**src/rtl/cpu_types_pkg.sv**
```systemverilog
// Shared CPU types: machine word, arbiter FSM state encoding, age-counter width.
package cpu_types_pkg;

   typedef logic [31:0] word_t;

   typedef enum logic [1:0] {
      IDLE   = 2'b00,
      IACC   = 2'b01,
      DACC   = 2'b10,
      HALTED = 2'b11
   } arbstate_t;

   localparam int ARB_AGE_W = 4;

   // RAM is word addressed: the byte-offset bits never reach the port.
   function automatic word_t word_align(input word_t addr);
      return addr & 32'hFFFF_FFFC;
   endfunction

endpackage

```
**src/rtl/arb_age_counter.sv**
```systemverilog
// Saturating grant-age counter: counts data grants made while the instruction
// side waits; sat_o tells the arbiter the instruction side must win next.
module arb_age_counter
   import cpu_types_pkg::*;
#(
   parameter int MAX = 4
) (
   input  logic clk_i,
   input  logic srst_i,
   input  logic inc_i,
   input  logic clr_i,
   output logic sat_o
);

   localparam logic [ARB_AGE_W-1:0] MAX_C = ARB_AGE_W'(MAX);

   logic [ARB_AGE_W-1:0] count_q;
   logic [ARB_AGE_W-1:0] count_d;

   // Clear wins over increment; increment stops at the limit.
   always_comb begin
      count_d = count_q;
      if (clr_i) begin
         count_d = '0;
      end else if (inc_i && (count_q != MAX_C)) begin
         count_d = count_q + 1'b1;
      end
   end

   // Count register with synchronous reset.
   always_ff @(posedge clk_i) begin
      if (srst_i) begin
         count_q <= '0;
      end else begin
         count_q <= count_d;
      end
   end

   assign sat_o = (count_q == MAX_C);

endmodule

```
**src/rtl/mem_arbiter.sv**
```systemverilog
// Single RAM port shared between instruction fetch and data access. Data wins
// by default; the age counter forces an instruction grant after MAX_DBURST
// back-to-back data grants. Halt lets any running access finish, then parks.
module mem_arbiter
   import cpu_types_pkg::*;
#(
   parameter int MAX_DBURST = 4
) (
   input  logic  CLK,
   input  logic  RST,
   input  logic  iREN,
   input  word_t iaddr,
   output logic  ihit,
   output word_t iload,
   input  logic  dREN,
   input  logic  dWEN,
   input  word_t daddr,
   input  word_t dstore,
   output logic  dhit,
   output word_t dload,
   input  logic  halt,
   output logic  halted,
   output logic  ram_ren,
   output logic  ram_wen,
   output word_t ram_addr,
   output word_t ram_store,
   input  word_t ram_load,
   input  logic  ram_ready
);

   arbstate_t state_q, state_d;
   logic      ram_ren_q, ram_ren_d;
   logic      ram_wen_q, ram_wen_d;
   word_t     ram_addr_q, ram_addr_d;
   word_t     ram_store_q, ram_store_d;
   logic      ihit_q, ihit_d;
   logic      dhit_q, dhit_d;
   word_t     iload_q, iload_d;
   word_t     dload_q, dload_d;
   logic      halt_pend_q, halt_pend_d;

   logic      age_inc;
   logic      age_clr;
   logic      age_sat;
   logic      hit_cycle;

   arb_age_counter #(
      .MAX (MAX_DBURST)
   ) u_age (
      .clk_i  (CLK),
      .srst_i (RST),
      .inc_i  (age_inc),
      .clr_i  (age_clr),
      .sat_o  (age_sat)
   );

   // The requester drops its request on the hit edge, so anything still high
   // during a hit cycle is stale and must not be granted again.
   assign hit_cycle = ihit_q | dhit_q;

   // Next-state, grant selection and completion handling.
   always_comb begin
      state_d     = state_q;
      ram_ren_d   = ram_ren_q;
      ram_wen_d   = ram_wen_q;
      ram_addr_d  = ram_addr_q;
      ram_store_d = ram_store_q;
      ihit_d      = 1'b0;
      dhit_d      = 1'b0;
      iload_d     = iload_q;
      dload_d     = dload_q;
      halt_pend_d = halt_pend_q;
      age_inc     = 1'b0;
      age_clr     = 1'b0;

      case (state_q)
         IDLE: begin
            if (!iREN) begin
               age_clr = 1'b1;
            end
            if (halt) begin
               state_d = HALTED;
            end else if (!hit_cycle) begin
               if ((dREN || dWEN) && !(iREN && age_sat)) begin
                  state_d     = DACC;
                  ram_wen_d   = dWEN;
                  ram_ren_d   = !dWEN;
                  ram_addr_d  = word_align(daddr);
                  ram_store_d = dstore;
                  age_inc     = iREN;
               end else if (iREN) begin
                  state_d     = IACC;
                  ram_ren_d   = 1'b1;
                  ram_wen_d   = 1'b0;
                  ram_addr_d  = word_align(iaddr);
                  ram_store_d = '0;
                  age_clr     = 1'b1;
               end
            end
         end
         IACC, DACC: begin
            if (halt) begin
               halt_pend_d = 1'b1;
            end
            if (ram_ready) begin
               if (state_q == IACC) begin
                  ihit_d  = 1'b1;
                  iload_d = ram_load;
               end else begin
                  dhit_d = 1'b1;
                  if (ram_ren_q) begin
                     dload_d = ram_load;
                  end
               end
               ram_ren_d   = 1'b0;
               ram_wen_d   = 1'b0;
               ram_addr_d  = '0;
               ram_store_d = '0;
               halt_pend_d = 1'b0;
               state_d     = (halt || halt_pend_q) ? HALTED : IDLE;
            end
         end
         HALTED: begin
            state_d = HALTED;
         end
         default: begin
            state_d = IDLE;
         end
      endcase
   end

   // State and registered outputs; reset abandons any access in flight.
   always_ff @(posedge CLK) begin
      if (RST) begin
         state_q     <= IDLE;
         ram_ren_q   <= 1'b0;
         ram_wen_q   <= 1'b0;
         ram_addr_q  <= '0;
         ram_store_q <= '0;
         ihit_q      <= 1'b0;
         dhit_q      <= 1'b0;
         iload_q     <= '0;
         dload_q     <= '0;
         halt_pend_q <= 1'b0;
      end else begin
         state_q     <= state_d;
         ram_ren_q   <= ram_ren_d;
         ram_wen_q   <= ram_wen_d;
         ram_addr_q  <= ram_addr_d;
         ram_store_q <= ram_store_d;
         ihit_q      <= ihit_d;
         dhit_q      <= dhit_d;
         iload_q     <= iload_d;
         dload_q     <= dload_d;
         halt_pend_q <= halt_pend_d;
      end
   end

   assign ram_ren   = ram_ren_q;
   assign ram_wen   = ram_wen_q;
   assign ram_addr  = ram_addr_q;
   assign ram_store = ram_store_q;
   assign ihit      = ihit_q;
   assign dhit      = dhit_q;
   assign iload     = iload_q;
   assign dload     = dload_q;
   // Drained: parked and the final hit pulse (if any) already delivered.
   assign halted    = (state_q == HALTED) && !hit_cycle;

endmodule

```
**config.mk**
```make
export PLATFORM = sky130hd
export DESIGN_NAME = mem_arbiter
export DESIGN_NICKNAME = d
export VERILOG_FILES = /design/src/rtl/cpu_types_pkg.sv /design/src/rtl/arb_age_counter.sv /design/src/rtl/mem_arbiter.sv
export SDC_FILE = /design/constraint.sdc
export NUM_CORES = 1
export LEC_CHECK = 0
export CAP_MARGIN = 20
export CORE_MARGIN = 3
export CORE_UTILIZATION = 30
export CTS_CLUSTER_DIAMETER = 150
export DETAILED_ROUTE_END_ITERATION = 8
export DONT_BUFFER_PORTS = 1
export PLACE_DENSITY_LB_ADDON = 0.1
export SLEW_MARGIN = 20
export SYNTH_ARGS = -nofsm -noshare
export SYNTH_HDL_FRONTEND = slang
export SYNTH_HIERARCHICAL = 1
export SYNTH_SLANG_ARGS = --single-unit
```
**constraint.sdc**
```tcl
create_clock -name CLK -period 3.7 [get_ports CLK]
set_clock_uncertainty 0.15 [all_clocks]
set_input_delay 0.74 -clock CLK [delete_from_list [all_inputs] [get_ports CLK]]
set_output_delay 0.74 -clock CLK [all_outputs]
set_load 0.02 [all_outputs]
```
==> flow_summary.json <==
{
  "coreArea_um2": 18200,
  "required_ps": 3890,
  "cts_hold_buf": 0,
  "path_class": "reg2reg",
  "worstSetupStartpointType": "flip-flop",
  "dp_hpwl_um": 11300,
  "clkSinkCount": 137,
  "endpoint_kind": "flip-flop",
  "tightest_slew_ps": 941,
  "fin_ws_ps": 924,
  "pre_cts_slack_ps": 899,
  "wl_met2_um": 7890,
  "met1_length_um": 6320,
  "wl_per_cell_um": 18.7,
  "ys_top_cells_by_area": "dfxtp_1 (49%), mux2i_1 (11%), nand2_1 (11%), a21oi_1 (7.3%), nand2b_1 (3.8%)",
  "grt_pass1_wl_um": 24000,
  "fill_cells": 1877,
  "hold_violations": 0,
  "finalNetCount": 759,
  "antenna_found_initial": 0,
  "clock.fmax_mhz": 360,
  "insertion_delay_ps": 410,
  "cts_tree": "yes",
  "dr_wl_met3_um": 1710,
  "leakage_nw": 2.30,
  "arrival_ps": 2970,
  "syn_area_per_cell_um2": 8.86,
  "numCtsBuffers": 17,
  "yosysSeqAreaShare_pct": 48.5,
  "pwr-share-clk_pct": 33.2,
  "synth_cells": 638,
  "h-tree-depth": 4,
  "synth_area_leader_cell": "dfxtp_1",
  "yosysWarningCount": 6,
  "synth_area_um2": 5650,
  "dieWidth_um": 143,
  "power.switching_mw": 1.87,
  "vias": 4340,
  "synth_seq_cells": 137,
  "powerDensity_nw_per_um2": 793,
  "gp_congestion": 0.768,
  "ctsLongestPathBuffers": 2,
  "highest_layer": "met4",
  "ys_types": 44,
  "timing.final.crit_share_pct": 75.0,
  "port_buffers": 0,
  "grt_remaining_overflow": 0,
  "period_minus_slack_ps": 2780,
  "clk_pin_slew_ps": 60,
  "fin_setup_tns_ps": 0,
  "cts_setup_buffers": 0,
  "p_comb_share_pct": 21.5,
  "finalMaxSlewViolations": 0,
  "cts_root_buf": "clkbuf_16",
  "vdd_drop_max_mv": 0.302,
  "fp-row-count": 49,
  "drt_pass1_iterations": 6,
  "setup_viol": 0,
  "fp.dieH_um": 143,
  "cts-resized-gates": 0,
  "start_util_pct": 31.0,
  "ant_nets": 0,
  "status": "finished, final reports clean",
  "p_int_mw": 3.21,
  "viasPerCell": 5.04,
  "first_global_vias": 4294,
  "maxCapViolCount": 0,
  "grt_max_degree": 122,
  "synth.top_cell.area_share_pct": 48.5,
  "rsz0062_at_grt": "false",
  "drt_wl_total_um": 16100,
  "drive_above_1_share_pct": 9.97,
  "slew_headroom_pct": 36.9,
  "track_usage_pct": 15.1,
  "drc": 0,
  "hold_path.class": "in2reg",
  "hold_slack_ps": 257,
  "dieArea_um2": 20500,
  "first_iter_violations": 181,
  "swShare_pct": 36.8,
  "cp_max_fo": 18,
  "io_pins": 268,
  "power.share.sequential_pct": 45.3,
  "diodes": 0,
  "syn_to_final_growth_pct": 13.2
}
[per-layer routing]
layer	GRT usage, %	vias to the layer above
met5	0	-
met4	4.51	0
met3	7.80	14
met2	25.2	159
met1	16.9	2041
li1	-	2126
[area by class of cell]
type                    instances  area, µm²  area share [%]
well taps                     229        287            4.48
clock buffers                  19        443            6.92
repair buffers                 10       82.6            1.29
clock inverters                13        145            2.27
flip-flops and latches        137       2740            42.8
inverters                       9       33.8           0.528
multi-input cells             444       2670            41.7
[cells in the final DEF, fill, tap and decap left out, types with 3 or more instances in the layout]
master and count:
a21oi_1 83, o21ai_0 16, clkbuf_16 17, o21ai_1 3, or3_1 15, nor2_1 7
dfxtp_1 137, buf_4 9, mux2i_1 62, nand2_1 165, clkinvlp_4 3, inv_1 8
clkinv_4 4, o2bb2ai_1 7, nand2b_1 33, o2bb2ai_2 10, nand3_1 6, ha_1 5
[path summary, 6_finish.rpt]
kind	startpoint	endpoint	slack (ps)	depth (start not counted)
setup / recovery	state_q[0]	ram_store[27]	920	7
hold / removal	RST	ram_wen	260	1
setup reg to reg	state_q[0]	ram_store[27]	920	7
hold reg to reg	halt_pend_q	halt_pend_q	360	2
[through the flow]
stage	instance area [µm²]	total power, mW	instances	util [%]
floorplan	5660	3.16	639	-
global placement	5800	3.41	828	31.8
detailed placement	5810	3.45	829	31.9
CTS	6400	5.16	861	35.2
global route	6400	5.36	861	35.2
finish	6400	5.08	861	35.2
[power groups by stage]
stage	clock, mW	combinational (mW)	sequential [mW]
after floorplan	0	0.917	2.24
after global placement	0	1.07	2.34
after detailed placement	0	1.11	2.34
after CTS	1.74	1.11	2.31
after global routing	1.81	1.22	2.33
final	1.69	1.09	2.30
[cell families after synthesis]
group	Yosys count	share of synthesized area, %
and+or+nand+nor	244	19.8
adders and majority gates	5	1.11
muxes	62	11.0
buffers and inverters	58	4.94
AOI/OAI and AO/OA	131	14.6
other	1	0.0663
DFF	137	48.5
[worst max-delay path: stages (launching register included)]
cell and delay, ps:
dfxtp_1 380, inv_1 60, ha_1 520, buf_4 270, nor3_2 770, buf_4 360, nand2_1 70, mux2i_1 120
[Yosys cell counts, drive strengths merged]
cell type and n:
conb 1, nor3b 1, inv 9, o2bb2ai 18, nand4 2, nor4 1
nor4b 2, clkbuf 33, o2111ai 1, dfxtp 137, nand3 6, or2b 1
nand2b 34, nand2 165, ha 5, a21o 1, o21ai 19, buf 16
nor3 4, or3 16, a31o 1, a21boi 3, mux2i 62, o32ai 1
a22oi 1, or4b 1, or4 1, and2 2, a211oi 1, nand3b 1
o21ba 1, a2bb2oi 1, a21oi 83, nor2 7
[registers in the layout (all words and copies together), names as in the netlist]
name	cells
dhit	1
dload	32
halt_pend_q	1
ihit	1
iload	32
ram_addr	30
ram_ren	1
ram_store	32
ram_wen	1
state_q	2
u_age/count_q	4
Power figures use the tool's default switching activity.
